### src/rtl/cfdf_actor_invoke_scheduler.sv
// Enable-check and invoke scheduler for the inner-product CFDF actor.
// Gates firings on the current mode's FIFO rates, handshakes with the firing FSM and tracks mode/count/faults.
module cfdf_actor_invoke_scheduler #(
  parameter int SIZE      = 3,
  parameter int POP_WIDTH = 8,
  parameter int CNT_WIDTH = 16,
  parameter int TIMEOUT   = 1024
) (
  input  logic                 clk,
  input  logic                 rst,
  input  logic                 run_in,
  input  logic                 clear_err_in,
  input  logic [POP_WIDTH-1:0] pop_command,
  input  logic [POP_WIDTH-1:0] pop_length,
  input  logic [POP_WIDTH-1:0] pop_data,
  input  logic [POP_WIDTH-1:0] free_out,
  input  logic                 done_in,
  input  logic [1:0]           next_mode_in,
  output logic                 start_out,
  output logic [1:0]           mode_out,
  output logic                 busy_out,
  output logic                 stall_out,
  output logic                 error_out,
  output logic [CNT_WIDTH-1:0] fire_count
);

  localparam logic [2:0] S_IDLE   = 3'd0;
  localparam logic [2:0] S_CHECK  = 3'd1;
  localparam logic [2:0] S_FIRE   = 3'd2;
  localparam logic [2:0] S_WAIT   = 3'd3;
  localparam logic [2:0] S_UPDATE = 3'd4;
  localparam logic [2:0] S_ERROR  = 3'd5;

  localparam int WD_W = (TIMEOUT > 1) ? $clog2(TIMEOUT + 1) : 1;
  localparam logic [WD_W-1:0]      WD_LAST = WD_W'(TIMEOUT - 1);
  localparam logic [POP_WIDTH-1:0] RATE_M1 = POP_WIDTH'(SIZE);

  logic [2:0]           state_reg, state_next;
  logic [1:0]           mode_next;
  logic [CNT_WIDTH-1:0] count_next;
  logic [WD_W-1:0]      wd_reg, wd_next;
  logic                 enabled;

  // Mode 11 is never enabled; CHECK routes it to ERROR before this matters.
  always_comb begin
    enabled = 1'b0;
    case (mode_out)
      2'b00:   enabled = (pop_command >= RATE_M1) && (pop_length >= RATE_M1) &&
                         (pop_data >= RATE_M1);
      2'b01:   enabled = 1'b1;
      2'b10:   enabled = (free_out != '0);
      default: enabled = 1'b0;
    endcase
  end

  always_comb begin
    state_next = state_reg;
    mode_next  = mode_out;
    count_next = fire_count;
    wd_next    = wd_reg;
    case (state_reg)
      S_IDLE: if (run_in) state_next = S_CHECK;
      S_CHECK: begin
        if (!run_in)               state_next = S_IDLE;
        else if (mode_out == 2'b11) state_next = S_ERROR;
        else if (enabled)          state_next = S_FIRE;
      end
      S_FIRE: begin
        wd_next    = '0;
        state_next = S_WAIT;
      end
      S_WAIT: begin
        if (done_in) begin
          mode_next  = next_mode_in;
          if (fire_count != '1) count_next = fire_count + 1'b1;
          state_next = S_UPDATE;
        end else if ((TIMEOUT > 0) && (wd_reg == WD_LAST)) begin
          state_next = S_ERROR;
        end else begin
          wd_next = wd_reg + 1'b1;
        end
      end
      S_UPDATE: begin
        if (mode_out == 2'b11) state_next = S_ERROR;
        else if (run_in)       state_next = S_CHECK;
        else                   state_next = S_IDLE;
      end
      S_ERROR: begin
        if (clear_err_in) begin
          state_next = S_IDLE;
          mode_next  = 2'b00;
        end
      end
      default: state_next = S_IDLE;
    endcase
  end

  // Status outputs are registered copies of the state just left, so they trail the state by one cycle.
  always_ff @(posedge clk or posedge rst) begin
    if (rst) begin
      state_reg  <= S_IDLE;
      mode_out   <= 2'b00;
      fire_count <= '0;
      wd_reg     <= '0;
      start_out  <= 1'b0;
      busy_out   <= 1'b0;
      stall_out  <= 1'b0;
      error_out  <= 1'b0;
    end else begin
      state_reg  <= state_next;
      mode_out   <= mode_next;
      fire_count <= count_next;
      wd_reg     <= wd_next;
      start_out  <= (state_reg == S_FIRE);
      busy_out   <= (state_reg == S_FIRE) || (state_reg == S_WAIT);
      stall_out  <= (state_reg == S_CHECK) && run_in && (mode_out != 2'b11) && !enabled;
      error_out  <= (state_reg == S_ERROR);
    end
  end

endmodule
### config.mk
export PLATFORM = sky130hd
export DESIGN_NAME = cfdf_actor_invoke_scheduler
export DESIGN_NICKNAME = d
export VERILOG_FILES = /design/src/rtl/cfdf_actor_invoke_scheduler.sv
export SDC_FILE = /design/constraint.sdc
export NUM_CORES = 1
export LEC_CHECK = 0
export CORE_ASPECT_RATIO = 1.25
export CORE_MARGIN = 8
export CORE_UTILIZATION = 46
export CTS_CLUSTER_DIAMETER = 50
export DETAILED_ROUTE_END_ITERATION = 10
export PLACE_DENSITY_LB_ADDON = 0.12
export SYNTH_ARGS = -nofsm -noshare
export SYNTH_HDL_FRONTEND = slang
export SYNTH_SLANG_ARGS = --single-unit
### constraint.sdc
create_clock -name clk -period 2.2 [get_ports clk]
set_clock_uncertainty 0.05 [all_clocks]
set_input_delay 0.55 -clock clk [delete_from_list [all_inputs] [get_ports clk]]
set_output_delay 0.55 -clock clk [all_outputs]
set_load 0.01 [all_outputs]
==> results.md <==
- The flow ran to the end, and the final reports show no timing, DRC or antenna violations.
- Across all register-to-register paths, the minimum setup slack is 0.32 ns.
- STA puts the critical path data required time at 2.32 ns.
- The via count normalized by instance count is 5.41.
- In the final routed layout, each cell accounts on average for 14.4 um.
- The number of vias after detailed routing is 1719.
- Counting flops and latches in the post-synthesis netlist gives 36.
- In the post-route analysis, the smallest setup slack over all paths is 0.102 ns.
- The sequential-to-total area share from yosys stat is 48.3%.
- The worst hold path terminates at fire_count[9]$_DFFE_PP0P_.
- The worst pin sits at a relative slew slack of 60.8%.
- The number of distinct standard cells referenced by the synthesized netlist is 48.
- The met2 wire length is 2350 um.
- In the routed design, unresolved DRC markers number 0.
- On the final layout, the worst hold slack is 0.445 ns.
- Across the run, the number of max-cap violations was 0.
- After synthesis, the cell types taking the most area are sky130_fd_sc_hd__dfrtp_1 (48%), sky130_fd_sc_hd__xnor2_1 (6.1%), sky130_fd_sc_hd__nand4_1 (3.0%).
- The worst-case IR drop observed on VDD is 0.000391 V.
- After synthesis the cells add up to 1870 sq um.
- The type of the setup path with the least slack is in -> reg.
- The capturing point of the worst reg2reg path is fire_count[1]$_DFFE_PP0P_.
- The number of buffers inserted during clock tree synthesis is 5.
- The largest buffer count on any clock path is 2.
- The pre-CTS setup slack is -0.431 ns.
- The worst hold path belongs to the class reg -> reg.
- The share of the synthesized area in the top cell type is 48.3%.
- The number of flip-flops under the largest register name is 16.
- Setup violations remaining at the end of the flow were counted as 0.
- The core box area is 4000 sq um.
- Once the floorplan was initialized, standard cells occupied 46.7% of the core.
- The count of cells along the worst hold path is 1.
- The insertion delay of the later-clocked pin in the worst-skew pair is 0.29 ns.
- Counting every instance in the synthesized netlist gives 186.
- The die outline area is 6370 sq um.
- The die is 73.0 um wide.
- The largest total area in the synthesized netlist belongs to sky130_fd_sc_hd__dfrtp_1.
- The final global-route overflow total is 0.
- In this run the static leakage power is 1.18 nW.
- The synthesized netlist net count is 227.
- Measured along the y axis, the die boundary spans 87.2 um.
- The Yosys step of the flow raised 0 warnings.
- For the final routed database, the setup TNS stands at 0 ns.
- In the final layout, the share of cells above drive strength 1 is 11.1%.
- In the final routing, the length of wire on met1 measures 1900 um.
- The top metal layer carrying routed signals is met4.
- STA puts the critical path data arrival time at 2.22 ns.
- Setup repair after global routing left no endpoint under its margin.
- The congestion estimate from routability-driven global placement came to 0.793.
- The count of nets left with antenna violations once routing finished came out at 0.
- The count of final max-slew check failures is 0.
- In this run the critical register-to-register path is launched from fire_count[5]$_DFFE_PP0P_.
- The nature of the critical path startpoint is an input pin.
- The power per cell area is 828 nW/um^2.
- The buffer cell driving the clock tree root is sky130_fd_sc_hd__clkbuf_8.
- The net count of the finished layout is 302.
- TritonCTS built the clock tree.
- The launch point of the worst hold path is fire_count[9]$_DFFE_PP0P_.
- Overall power consumption after layout is estimated at 2.31 mW.
- The shortest clock period the worst path allows after layout is 2.10 ns.
- The antenna diode count is 0.
- The row count is 26.
- For this design, the sink count on the clock tree is 36.
- The global-route wire length before repair is 7780 um.
- The hold violation total from the final report is 0.
- The total length of routed wires is 4580 um.
- The core occupancy in the finished layout is 69.8%.
- The number of antenna violations at the first check in global routing is 0.
- The deepest level of the CTS H-tree is 2.
- In the global route stage, overall resource usage came out at 15.3%.
- The via count of the first global-routing pass is 1799.
- The wire length on met3 is 267 um.
- Dividing the final minimum period by the clock period gives 95.4%.
- Hold repair after CTS inserted 0 buffers.
- Once detailed placement completed, the half-perimeter wirelength came to 3510 um.
- The clock-pin slew reported for the worst setup and hold paths after clock tree synthesis is 0.07 ns.
- STA classifies the critical path endpoint as a register.
- At the pin with the least slew margin, the transition time is 0.586 ns.
- Input and output buffers added on the ports amount to 60.
- Entering global routing, the biggest net connects 37 pins.
- The timing-limited maximum frequency is 477 MHz.
- The area growth from synthesis to layout is 49.6%.
- The number of primary I/O pins is 61.
- The first detailed-routing pass took 4 iterations.
- The depth of the worst register-to-register path is 5.
- The highest net fanout along the worst path is 2.
- The average footprint of a synthesized cell is 10.0 sq um.
- For this block, the initial DRC count from the detailed router was 89.
[how the worst max path moves through the flow]
stage                    from                  endpoint  cells after the start
2_1_floorplan   pop_length[7]  state_reg[1]$_DFFE_PP0P_                      5
3_3_place_gp      pop_data[7]  state_reg[1]$_DFFE_PP0P_                      6
3_5_place_dp      pop_data[7]  state_reg[1]$_DFFE_PP0P_                      6
4_1_cts        pop_command[5]  state_reg[1]$_DFFE_PP0P_                      6
5_1_grt        pop_command[5]  state_reg[1]$_DFFE_PP0P_                      6
6_report       pop_command[5]  state_reg[1]$_DFFE_PP0P_                      6
[synthesized netlist by cell type (all sizes together)]
cell type and count:
nor4b 1, or2 2, nand2b 4, o21ba 1
and4 4, nor4 3, a21oi 6, a31oi 1
ha 2, a211o 1, xor2 5, xnor2 13
nand3 11, buf 3, a211oi 1, o31ai 1
nand4 9, dfrtp 36, and4b 1, o22a 1
a22o 3, a32oi 1, or4 5, a2111oi 3
inv 5, nor2b 3, and3 1, o211ai 2
or3 3, a21o 1, nor3b 1, clkbuf 1
nand3b 3, o211a 1, mux2 1, nor2 14
nand2 14, nor3 8, clkinv 1, a311oi 1
a41oi 2, o21ai 6
[through the flow]
stage                     cell area (sq um)  instances
after floorplan                        1870        186
after global placement                 2600        309
after detailed placement               2600        309
after CTS                              2740        318
after global routing                   2790        318
final                                  2790        318
[layer usage]
layer	global-route usage [%]	vias up
met2	26.4	50
met4	5.47	0
met3	5.76	7
met1	16.4	822
li1	-	840
met5	0	-
[kinds of logic after synthesis]
logic type	after synthesis	share of synthesized area [%]
AND/OR/NAND/NOR	87	26.1
flip-flops	36	48.3
AO/OA/AOI/OAI	32	13.0
XOR/XNOR	18	8.44
buffers and inverters	10	2.21
adder cells (fa/ha/maj)	2	1.34
multiplexers	1	0.603
[worst max-delay path, cell delays in order]
cell and delay [ns]:
sky130_fd_sc_hd__clkdlybuf4s50_1 0.41, sky130_fd_sc_hd__or4_4 0.54, sky130_fd_sc_hd__a2111oi_4 0.19, sky130_fd_sc_hd__or3_4 0.17
sky130_fd_sc_hd__a211oi_1 0.06, sky130_fd_sc_hd__or3_1 0.30
[repair_timing]
action | 4_1_cts | 5_1_grt
setup endpoints to repair | 1 | 2
setup buffers | 1 | 0
gates cloned | 0 | 0
gates resized for setup | 4 | 11
pin swaps | 5 | 7
[cells in the final DEF (no fill, tap or decap), types with 2 or more instances in the layout]
master	synthesis	layout
sky130_fd_sc_hd__xor2_1	5	5
sky130_fd_sc_hd__a2111oi_4	0	3
sky130_fd_sc_hd__nor4_1	2	2
sky130_fd_sc_hd__or3_1	3	2
sky130_fd_sc_hd__o211ai_1	2	2
sky130_fd_sc_hd__or2_1	2	2
sky130_fd_sc_hd__nor2b_1	3	3
sky130_fd_sc_hd__ha_1	2	2
sky130_fd_sc_hd__nand4_1	9	9
sky130_fd_sc_hd__a41oi_1	2	2
sky130_fd_sc_hd__dlymetal6s2s_1	0	6
sky130_fd_sc_hd__nand3b_1	3	3
sky130_fd_sc_hd__a21oi_1	6	6
sky130_fd_sc_hd__o21ai_0	3	3
sky130_fd_sc_hd__nand2_1	14	14
sky130_fd_sc_hd__nand3_1	11	11
sky130_fd_sc_hd__nor3_1	8	8
sky130_fd_sc_hd__nor2_1	14	14
sky130_fd_sc_hd__dfrtp_1	36	36
sky130_fd_sc_hd__buf_4	0	12
sky130_fd_sc_hd__clkbuf_8	0	5
sky130_fd_sc_hd__or4_4	1	3
sky130_fd_sc_hd__clkdlybuf4s50_1	0	54
sky130_fd_sc_hd__a22o_1	3	3
sky130_fd_sc_hd__inv_1	4	4
sky130_fd_sc_hd__and4_1	4	4
sky130_fd_sc_hd__nand2b_1	4	4
sky130_fd_sc_hd__o21ai_1	3	3
sky130_fd_sc_hd__xnor2_1	13	13
sky130_fd_sc_hd__or4_1	4	2
[where the power goes]
part	total [mW]	switching, mW	internal [mW]	leakage, nW
logic	0.765	0.342	0.423	0.647
clock network	0.562	0.226	0.336	0.0552
registers	0.985	0.192	0.793	0.482
total	2.31	0.760	1.55	1.18
[area by class of cell]
class / count / area, sq um
Sequential cell: 36 / 901
Inverter: 6 / 22.5
Clock inverter: 2 / 35.0
Tap cell: 56 / 70.1
Multi-Input combinational cell: 140 / 986
Clock buffer: 6 / 72.6
Fill cell: 320 / 1210
Timing Repair Buffer: 72 / 706
Note: power is estimated with default switching activity, not from simulation.
==> RTL edit: new RTL, config.mk and constraints unchanged <==
Reset style: synchronous (`rst`), changed in one clocked block.
--- a/src/rtl/cfdf_actor_invoke_scheduler.sv
+++ b/src/rtl/cfdf_actor_invoke_scheduler.sv
@@ -97,5 +97,5 @@
 
   // Status outputs are registered copies of the state just left, so they trail the state by one cycle.
-  always_ff @(posedge clk or posedge rst) begin
+  always_ff @(posedge clk) begin
     if (rst) begin
       state_reg  <= S_IDLE;
Behaviour: differs if rst is asserted again (counterexample within 4 cycles, from zero or initial values and one cycle with rst high); with rst held inactive, the same outputs for 10 cycles.
==> RTL edit against the unedited design <==
Sequential cell count is the same. Wire length grew 19%. Synthesized area grew 4.0%. Worst setup slack gained 0.026 ns. Final area shrank 0.76%. Highest routed layer unchanged. Utilization shrank 1.6 points.
Power is not compared: it rests on default switching activity, and its combinational part moved more than twofold at a synthesized area within 25%.
==> RTL edit: results <==
{
  "outcome": "completed",
  "routed_wirelength_mm": 5.46,
  "wl_met3_um": 157,
  "grt_usage_pct": 17.9,
  "muxShareOfSynthArea_pct": 1.10,
  "dp.cells": 348,
  "syn_avg_cell_area_um2": 8.44,
  "max_slew_margin_pct": 67.2,
  "crit_fanout": 4,
  "drive_gt1_share_pct": 9.70,
  "min_to": "wd_reg[10]$_SDFFE_PP0P_",
  "crit_family": "compound AO/OA/AOI/OAI gates",
  "met2_wirelength_mm": 3.11,
  "r2r_start": "wd_reg[0]$_SDFFE_PP0P_",
  "crit_arrival_ns": 2.20,
  "met1_usage_pct": 18.3,
  "crit_type": "reg2reg",
  "synth_fp_nets": 271,
  "cp_slowest_cell": "o41ai_4",
  "grt_first_pass_wirelength_mm": 9.09,
  "drtIter0Drc": 141,
  "reg2regPathDepth": 6,
  "yosys.area_share.xor_xnor_pct": 8.58,
  "fin_util_pct": 68.2,
  "pre_cts_slack_ns": -0.161,
  "cts_resized": 0,
  "hp-start": "wd_reg[10]$_SDFFE_PP0P_",
  "ys_seq_area_share_pct": 37.1,
  "synth_compound_area_share_pct": 18.8,
  "final_nets": 340
}
RTL edit: cell types whose count changed after synthesis, sizes merged, moves of 4 or more:
cell / delta
dfrtp: -36
dfxtp: +36
nor2: +17
clkbuf: +8
xor2: +8
a21oi: +7
xnor2: -7
nor3: -5
nor4: +5
a22oi: +4
and3: +4
nand4: -4
nand4b: +4
RTL edit: cell type report:
cell class	instances	share of cell area (%)
clock buffer	6	2.62
timing repair buffer	73	26.1
clock inverter	1	0.181
tap	56	2.53
inverter	7	0.948
multi-input combinational	176	41.6
sequential	36	26.0
RTL edit: where the power goes:
part | switching [mW] | internal, mW | leakage [nW]
clock | 0.229 | 0.215 | 0.0410
combinational | 0.0796 | 0.107 | 0.651
sequential | 0.0134 | 0.659 | 0.290
total | 0.322 | 0.981 | 0.982
RTL edit: worst register-to-register path, stage by stage, from the launching register on:
cell and delay [ns]:
dfxtp_1 0.35, ha_1 0.20, nand3_1 0.20, o41ai_4 0.47, o22ai_1 0.14, a21oi_1 0.19, mux2_2 0.35
